### src/rtl/bus_arb_pkg.sv
// Shared types, defaults and helpers for the round-robin bus arbiter.
// The optional grant timeout is enabled by defining BUS_ARB_TIMEOUT_EN.
package bus_arb_pkg;

    localparam int unsigned DefaultNumCores = 4;
    localparam int unsigned DefaultMaxHold  = 16;
    localparam int unsigned MaxCores        = 32;

    typedef enum logic {
        IDLE,
        BUSY
    } arb_state_t;

    function automatic logic [MaxCores-1:0] onehot(input logic [31:0] idx);
        logic [MaxCores-1:0] v;
        v = '0;
        v[idx[4:0]] = 1'b1;
        return v;
    endfunction

    // Index of the lowest set bit; 0 when the vector is empty.
    function automatic logic [31:0] index(input logic [MaxCores-1:0] oh);
        logic [31:0] r;
        r = '0;
        for (int i = MaxCores - 1; i >= 0; i--) begin
            if (oh[i]) begin
                r = 32'(i);
            end
        end
        return r;
    endfunction

endpackage

### src/rtl/rr_picker.sv
// Combinational round-robin search: first set request strictly after last_grant, wrapping.
module rr_picker
    import bus_arb_pkg::*;
#(
    parameter int unsigned NUM_CORES = DefaultNumCores,
    parameter int unsigned ID_W      = $clog2(NUM_CORES)
) (
    input  logic [NUM_CORES-1:0] req,
    input  logic [ID_W-1:0]      last_grant,
    output logic [ID_W-1:0]      pick,
    output logic                 any_req
);

    always_comb begin
        int unsigned idx;
        logic        found;
        idx     = 0;
        found   = 1'b0;
        pick    = '0;
        any_req = |req;
        for (int unsigned i = 1; i <= NUM_CORES; i++) begin
            idx = (32'(last_grant) + i) % NUM_CORES;
            if (!found && req[idx[ID_W-1:0]]) begin
                pick  = idx[ID_W-1:0];
                found = 1'b1;
            end
        end
    end

endmodule

### src/rtl/bus_arbiter.sv
// Round-robin owner arbiter for the shared snoop/memory bus, one registered one-hot grant.
// Define BUS_ARB_TIMEOUT_EN to force-revoke grants held for MAX_HOLD cycles.
module bus_arbiter
    import bus_arb_pkg::*;
#(
    parameter int unsigned NUM_CORES = DefaultNumCores,
    parameter int unsigned ID_W      = $clog2(NUM_CORES),
    parameter int unsigned MAX_HOLD  = DefaultMaxHold
) (
    input  logic                 clk,
    input  logic                 reset,
    input  logic [NUM_CORES-1:0] req,
    input  logic [NUM_CORES-1:0] done,
    output logic [NUM_CORES-1:0] grant,
    output logic [ID_W-1:0]      grant_id,
    output logic                 bus_busy,
    output logic                 timeout_err
);

    localparam int unsigned HoldW = $clog2(MAX_HOLD + 1);

    arb_state_t           state_q;
    logic [NUM_CORES-1:0] grant_q;
    logic [ID_W-1:0]      grant_id_q;
    logic [ID_W-1:0]      last_grant_q;
    logic                 bus_busy_q;
    logic [HoldW-1:0]     hold_cnt_q;
    logic [ID_W-1:0]      pick;
    logic                 any_req;
    logic                 owner_release;

    rr_picker #(
        .NUM_CORES (NUM_CORES),
        .ID_W      (ID_W)
    ) u_rr_picker (
        .req        (req),
        .last_grant (last_grant_q),
        .pick       (pick),
        .any_req    (any_req)
    );

    // Only the owner's done/req matter; other cores are ignored while busy.
    assign owner_release = done[grant_id_q] | ~req[grant_id_q];

`ifdef BUS_ARB_TIMEOUT_EN
    logic timeout_q;
    assign timeout_err = timeout_q;
`else
    assign timeout_err = 1'b0;
`endif

    always_ff @(posedge clk) begin
        if (reset) begin
            state_q      <= IDLE;
            grant_q      <= '0;
            grant_id_q   <= '0;
            bus_busy_q   <= 1'b0;
            last_grant_q <= ID_W'(NUM_CORES - 1);
            hold_cnt_q   <= '0;
`ifdef BUS_ARB_TIMEOUT_EN
            timeout_q    <= 1'b0;
`endif
        end else begin
`ifdef BUS_ARB_TIMEOUT_EN
            timeout_q <= 1'b0;
`endif
            unique case (state_q)
                IDLE: begin
                    if (any_req) begin
                        grant_q      <= NUM_CORES'(onehot(32'(pick)));
                        grant_id_q   <= pick;
                        bus_busy_q   <= 1'b1;
                        last_grant_q <= pick;
                        hold_cnt_q   <= '0;
                        state_q      <= BUSY;
                    end
                end
                BUSY: begin
                    if (hold_cnt_q != HoldW'(MAX_HOLD)) begin
                        hold_cnt_q <= hold_cnt_q + 1'b1;
                    end
                    if (owner_release) begin
                        grant_q    <= '0;
                        bus_busy_q <= 1'b0;
                        state_q    <= IDLE;
                    end
`ifdef BUS_ARB_TIMEOUT_EN
                    // last_grant stays on the revoked core so the next pick rotates past it.
                    else if (hold_cnt_q == HoldW'(MAX_HOLD - 1)) begin
                        grant_q    <= '0;
                        bus_busy_q <= 1'b0;
                        timeout_q  <= 1'b1;
                        state_q    <= IDLE;
                    end
`endif
                end
                default: state_q <= IDLE;
            endcase
        end
    end

    assign grant    = grant_q;
    assign grant_id = grant_id_q;
    assign bus_busy = bus_busy_q;

endmodule

### config.mk
export PLATFORM = sky130hd
export DESIGN_NAME = bus_arbiter
export DESIGN_NICKNAME = d
export VERILOG_FILES = /design/src/rtl/bus_arb_pkg.sv /design/src/rtl/rr_picker.sv /design/src/rtl/bus_arbiter.sv
export SDC_FILE = /design/constraint.sdc
export NUM_CORES = 1
export LEC_CHECK = 0
export ABC_AREA = 1
export BUFFER_PORTS_ARGS = -buffer_cell sky130_fd_sc_hd__buf_2
export CORE_MARGIN = 1
export CORE_UTILIZATION = 55
export DETAILED_ROUTE_END_ITERATION = 8
export GPL_TIMING_DRIVEN = 1
export PLACE_DENSITY = 0.82
export SETUP_SLACK_MARGIN = 0.2
export SYNTH_ARGS = -nofsm -noshare
export SYNTH_HDL_FRONTEND = slang
export SYNTH_HIERARCHICAL = 1
export SYNTH_SLANG_ARGS = --single-unit
### constraint.sdc
create_clock -name clk -period 3.4 [get_ports clk]
set_input_delay 0.17 -clock clk [delete_from_list [all_inputs] [get_ports clk]]
set_output_delay 0.17 -clock clk [all_outputs]
set_load 0.05 [all_outputs]
Yosys cells after proc, flatten, opt, wreduce, memory -nomap -nowiden --
Index checks and enable logic that the tools add are counted.
Operators by class: add/subtract/negate cells 4, $lt $le $gt $ge 7, equal/unequal tests 2, muxes and demuxes 30, bitwise operators 3, reductions and logical operators 10
Operators with widths (count):
- 2-bit by 3-bit less-than comparator with 1-bit output, second input constant | 5
- 1-bit 2-to-1 mux | 14
- 1-bit binary-select mux with 2-bit select | 6
- 2-bit 2-to-1 mux | 4
- 4-bit 2-to-1 mux | 2
- 4-bit one-hot mux with 2 select lines | 1
- 2-bit by 6-bit less-than comparator with 1-bit output, second input constant | 1
- 2-bit by 1-bit adder with 2-bit output, second input constant | 2
- 2-bit adder, second input constant | 2
- 1-bit logical AND | 4
- 1-bit one-hot mux with 2 select lines | 2
- 2-bit AND reduction | 2
- 4-bit OR reduction | 1
- 1-bit logical NOT | 3
- 1-bit demux with 2-bit select | 1
- 2-bit by 1-bit >= comparator with 1-bit output, second input constant | 1
- 2-bit by 1-bit inequality test with 1-bit output, second input constant | 1
- 2-bit inequality test, second input constant | 1
- 1-bit NOT | 2
- 1-bit OR | 1
Storage, ports and cells: register bits after elaboration 10, bits of input ports 10, output and inout bits 8

Depth between registers and ports, before layout --
depth after elaboration 19, depth in mapped cells 13, mapped depth without buffers 12

Cells and area by module --
Netlist, hierarchy kept.
By module, submodules not included:
- bus_arbiter | instances 1, cells each 62, area an instance 439.2 um^2, sequential area each 200.2 um^2
- rr_picker | instances 1, cells each 50, area an instance 301.5 um^2, sequential area each 0.0 um^2

Least setup slack after synthesis --
OpenSTA, ideal clock, no wires.
path kind flip-flop to flip-flop, start register last_grant_q[0], end register grant_q[2], in the netlist grant[2], setup time 0.064 ns, data arrival time 1.386 ns, required time 3.336 ns, slack 1.950 ns, stages on the path, launching flop included 14, buffers on the path 1, cell sequence dfxtp_1 > buf_6 > inv_6 > nand2_1 > nand2_2 > nand2_4 > nand2_4 > nor2_8 > nand2_2 > nand3_2 > nand2_1 > nor3_1 > a21oi_1 > nor2_1
Between the ends: word-level cells in the longest chain between the ends 19, elaborated cells on any way between the ends 32, those cells by class add/sub (4); order compare (2); mux (19); reduce/logical (7)
RTL lines:
- start, declared | line bus_arbiter.sv:25 | logic [ID_W-1:0] last_grant_q;
- start signal, assigned | line bus_arbiter.sv:58 | last_grant_q <= ID_W'(NUM_CORES - 1);
- start signal, assigned | line bus_arbiter.sv:73 | last_grant_q <= pick;
- 2-bit by 1-bit adder with 2-bit output | line rr_picker.sv:22 | idx = (32'(last_grant) + i) % NUM_CORES;
- 1-bit binary-select mux with 2-bit select | line rr_picker.sv:23 | if (!found && req[idx[ID_W-1:0]]) begin
- 1-bit 2-to-1 mux (not written as such) | line rr_picker.sv:23
- 1-bit 2-to-1 mux | line rr_picker.sv:23
- 1-bit logical NOT | line rr_picker.sv:23
- 1-bit logical AND | line rr_picker.sv:23
- 1-bit 2-to-1 mux | line rr_picker.sv:23
- 1-bit logical NOT | line rr_picker.sv:23
- [... 4 more ...]
- 2-bit 2-to-1 mux * | line rr_picker.sv:23
- net pick[0] | line bus_arbiter.sv:28 | logic [ID_W-1:0] pick;
- 2-bit by 6-bit less-than comparator with 1-bit output (not written as such) or 2-bit by 1-bit >= comparator with 1-bit output (tied branches) | line bus_arb_pkg.sv:17 | v[idx[4:0]] = 1'b1;
- 1-bit logical AND (not written as such) | line bus_arb_pkg.sv:17
- 1-bit 2-to-1 mux (not written as such) | line bus_arb_pkg.sv:17
- 1-bit demux with 2-bit select * | line bus_arb_pkg.sv:17
- 4-bit 2-to-1 mux * | line bus_arbiter.sv:69 | if (any_req) begin
- 4-bit one-hot mux with 2 select lines * | line bus_arbiter.sv:67 | unique case (state_q)
- end signal, assigned | line bus_arbiter.sv:70 | grant_q <= NUM_CORES'(onehot(32'(pick)));
- end, declared | line bus_arbiter.sv:23 | logic [NUM_CORES-1:0] grant_q;
The timed path passes the listed nets; every way through them passes the cells marked *. The select of a mux whose other input is x is not followed. A chain may end at the register's enable or synchronous reset.

Final worst setup path --
start register last_grant_q[0], end register grant_q[0], in the netlist grant[0]
The elaborated chain is that of the path after synthesis.

==> run_results.csv <==
group,metric,value,unit
status,outcome,"complete, no violations",
critical_path,worst_ep_arrival_time,1.94,ns
global_routing,use_met3,0.1040,
flow_run,maxCapViolCount,0,
synthesis,synth_xor_area_frac,0,
placed_design,gp_congestion,0.7914,
critical_path,worst-path-max-fanout,10,
cts,clkTransAtPathRegs,0.07,ns
critical_path,cp-start-kind,"flip-flop",
cts,cts_tree,"yes",
synthesis,ys_ff_latch,10,
global_routing,grt_pass1_vias,612,
cts,cts.repair.resized,0,
route,vias_per_cell,4.944,
cts,clock_sink_count,10,
cts,max-clock-path-buffers,2,
global_routing,global_route.usage.met2,0.3833,
sta,timing.final.crit_share,0.5118,
layout,fin_nets,141,
route,detail-route-antenna-nets,0,
cts,cts.root.buffer_cell,"sky130_fd_sc_hd__clkbuf_4",
synthesis,synth_area_per_cell,6.613,sq um
floorplanning,pin_count,18,
layout,syn_to_final_growth,15.54,%
power,seq_power_share,0.223,
power,power_density,1154,mW/mm^2
global_routing,grt_first_pass_wirelength,2387,um
floorplanning,effective_utilization_at_floorplan,0.6325,
route,avgRoutedWirePerCell,10.35,um
global_routing,overflow,0,
critical_path,reg2reg_setup_slack,1.66,ns
synthesis,ys_warn_count,6,
synthesis,synth_cells,112,
floorplanning,die_h,38.70,um
critical_path,r2r_depth,12,
power,clkPwrFrac,0.109,
synthesis,post_synth_simple_gate_area,0.5507,
layout,diodes,0,
global_routing,gr-max-usage-layer,"met2",
global_routing,grt.total_usage,0.2335,
synthesis,post_synth_fa_ha_maj_area_fraction,0,
layout,post_layout_nonfiller_instances,144,
synthesis,main_combinational_cell_family_by_area_after_synthesis,"simple AND/OR/NAND/NOR gates",
cts,cts_made_buffers,3,
synthesis,synthDominantCellAreaShare,0.2703,
route,detail_route.drc_violations,0,
placed_design,dp.final_hpwl,1171,um
floorplanning,core_area,0.001171,sq mm
placed_design,post-place-cells,140,
cts,cts_hold_buf,0,
critical_path,worstSetupEndpoint,"grant[0]$_SDFFE_PP0P_",
power,power.switching,554.7,uW
critical_path,crit_required,3.60,ns
route,via_count,712,
synthesis,synth-seq-area-share,0.2703,
sta,layout_min_cycle_time,1.740,ns
sta,fin_worst_skew,0.003147,ns
sta,rsz_0062_raised_after_global_routing,"false",
critical_path,regToRegStartpoint,"last_grant_q[0]$_SDFFE_PP1P_",
placed_design,io_buffer_count,16,
power,switching_fraction_of_total_power,0.5617,
cts,clock_latency,0.27,ns
synthesis,synth.net_count,122,
cts,buffers_inserted_during_post_cts_setup_optimization,0,
global_routing,grtUsageMet1,0.2832,
critical_path,crit_path_end_kind,"flip-flop",
synthesis,compound_gate_fraction_of_synth_area,0.06250,
synthesis,synth_cell_type_count,24,
critical_path,timing.setup.critical_path_class,"flip-flop to flip-flop",
route,dr.first_iter.drc_count,23,
synthesis,netlist_top_cells_area,"sky130_fd_sc_hd__dfxtp_1 27%, sky130_fd_sc_hd__nand2_1 14%, sky130_fd_sc_hd__nand3_1 10%",
sta,final-setup-viol-count,0,
power,comb_power_share,0.668,
route,firstDrtPassIters,4,
sta,final_max_slew_viol_count,0,
critical_path,crit_path_start,"last_grant_q[0]$_SDFFE_PP1P_",
sta,setup_tns,0,ns
floorplanning,floorplan.die.width,38.70,um
global_routing,number_of_antenna_violations_at_the_first_check_in_global_routing,0,
cts,ctsHtreeMaxLevel,1,
power,total_leakage_power,0.0004640,uW
power,intPower,432.8,uW
power,ir_drop,645.5,uV
layout,drive_above_1_share,0.3385,
synthesis,synthesis.area,740.7,sq um
floorplanning,std_cell_rows,12,
critical_path,rr_endpoint,"grant[0]$_SDFFE_PP0P_",
synthesis,synth.largest_area_cell,"sky130_fd_sc_hd__dfxtp_1",
sta,achievable-frequency,574.7,MHz
sta,timing_hold_violations_final,0,
synthesis,synth_mux_area_frac,0,
worst_hold_path,min_path_type,"input port to flip-flop",
floorplanning,die_area,0.001498,sq mm
route,totalWireLength,1490,um
global_routing,grt_max_degree,11,
==> cells in the mapped netlist, drive strengths merged <==
cell type / instances
nor2: 13
nor3: 1
o21ai: 2
nand3b: 1
nand3: 16
a21oi: 6
dfxtp: 10
nand2: 42
nand4: 2
conb: 1
inv: 14
buf: 2
clkinv: 1
a31oi: 1
==> power groups by stage <==
stage	Combinational [uW]	Clock [uW]	Sequential, uW
floorplan	461	0	317
global placement	639	0	221
detailed placement	650	0	224
CTS	655	110	222
global route	717	115	228
finish	660	107	220
==> metrics by stage <==
stage	util	hold WS [ns]	area, sq um	worst slack [ns]	total power (uW)
final	0.7308	0.1420	855.8	1.660	987.5
after global routing	0.7308	0.1386	855.8	1.497	1060
after detailed placement	0.6998	0.4271	819.5	1.703	873.5
after floorplan	-	0.2391	740.7	1.950	777.6
after global placement	0.6998	0.4178	819.5	1.732	860.1
after CTS	0.7308	0.1374	855.8	1.677	986.7
==> cells in the final DEF, fill, tap and decap left out, drive strengths merged <==
master	instances
a21oi	6
a31oi	1
buf	16
clkbuf	4
clkinv	1
conb	1
dfxtp	10
inv	14
nand2	42
nand3	16
nand3b	1
nand4	2
nor2	13
nor3	1
o21ai	2
==> critical path, stage by stage, from the launching register on <==
cell and delay [ns]:
sky130_fd_sc_hd__dfxtp_1 0.56, sky130_fd_sc_hd__inv_6 0.08, sky130_fd_sc_hd__nand2_1 0.09, sky130_fd_sc_hd__nand2_2 0.07
sky130_fd_sc_hd__nand2_4 0.09, sky130_fd_sc_hd__nand2_4 0.07, sky130_fd_sc_hd__nor2_8 0.09, sky130_fd_sc_hd__nand2_2 0.05
sky130_fd_sc_hd__nand3_2 0.06, sky130_fd_sc_hd__nand2_1 0.12, sky130_fd_sc_hd__nor2_2 0.16, sky130_fd_sc_hd__nand2_1 0.07
sky130_fd_sc_hd__a21oi_1 0.14
==> routing by layer <==
metal	wire [um]	vias to the layer above
li1	-	389
met1	697	297
met2	701	26
met3	92	0
met4	0	0
met5	0	-
==> how the worst min path moves through the flow <==
stage	start	endpoint	slack, ns	cells after the start
after floorplan	reset	grant[0]$_SDFFE_PP0P_	0.24	1
after global placement	reset	grant[3]$_SDFFE_PP0P_	0.42	2
after detailed placement	reset	grant_id[1]$_SDFFE_PP0P_	0.43	2
after CTS	reset	grant[3]$_SDFFE_PP0P_	0.14	2
after global routing	reset	grant[3]$_SDFFE_PP0P_	0.14	2
final	reset	grant[3]$_SDFFE_PP0P_	0.14	2
==> flip-flops by register name, summed over array words and instances (netlist names) <==
register,flops
grant_id,2
bus_busy,1
state_q,1
last_grant_q,2
grant,4
==> area by class of cell <==
cell class | instances | area [sq um]
fill | 101 | 315.3
clock buffer | 4 | 36.28
inverter | 15 | 63.81
multi-input combinational | 85 | 457.9
timing repair buffer | 16 | 80.08
sequential | 10 | 200.2
tap | 14 | 17.52
==> cell families (layout without fill, tap and decap cells) <==
logic type | count (synthesis) | count (layout)
buf+inv | 17 | 35
other cells | 1 | 1
compound gates | 9 | 9
flops | 10 | 10
simple gates | 75 | 75
(Power assumes the default switching activity.)
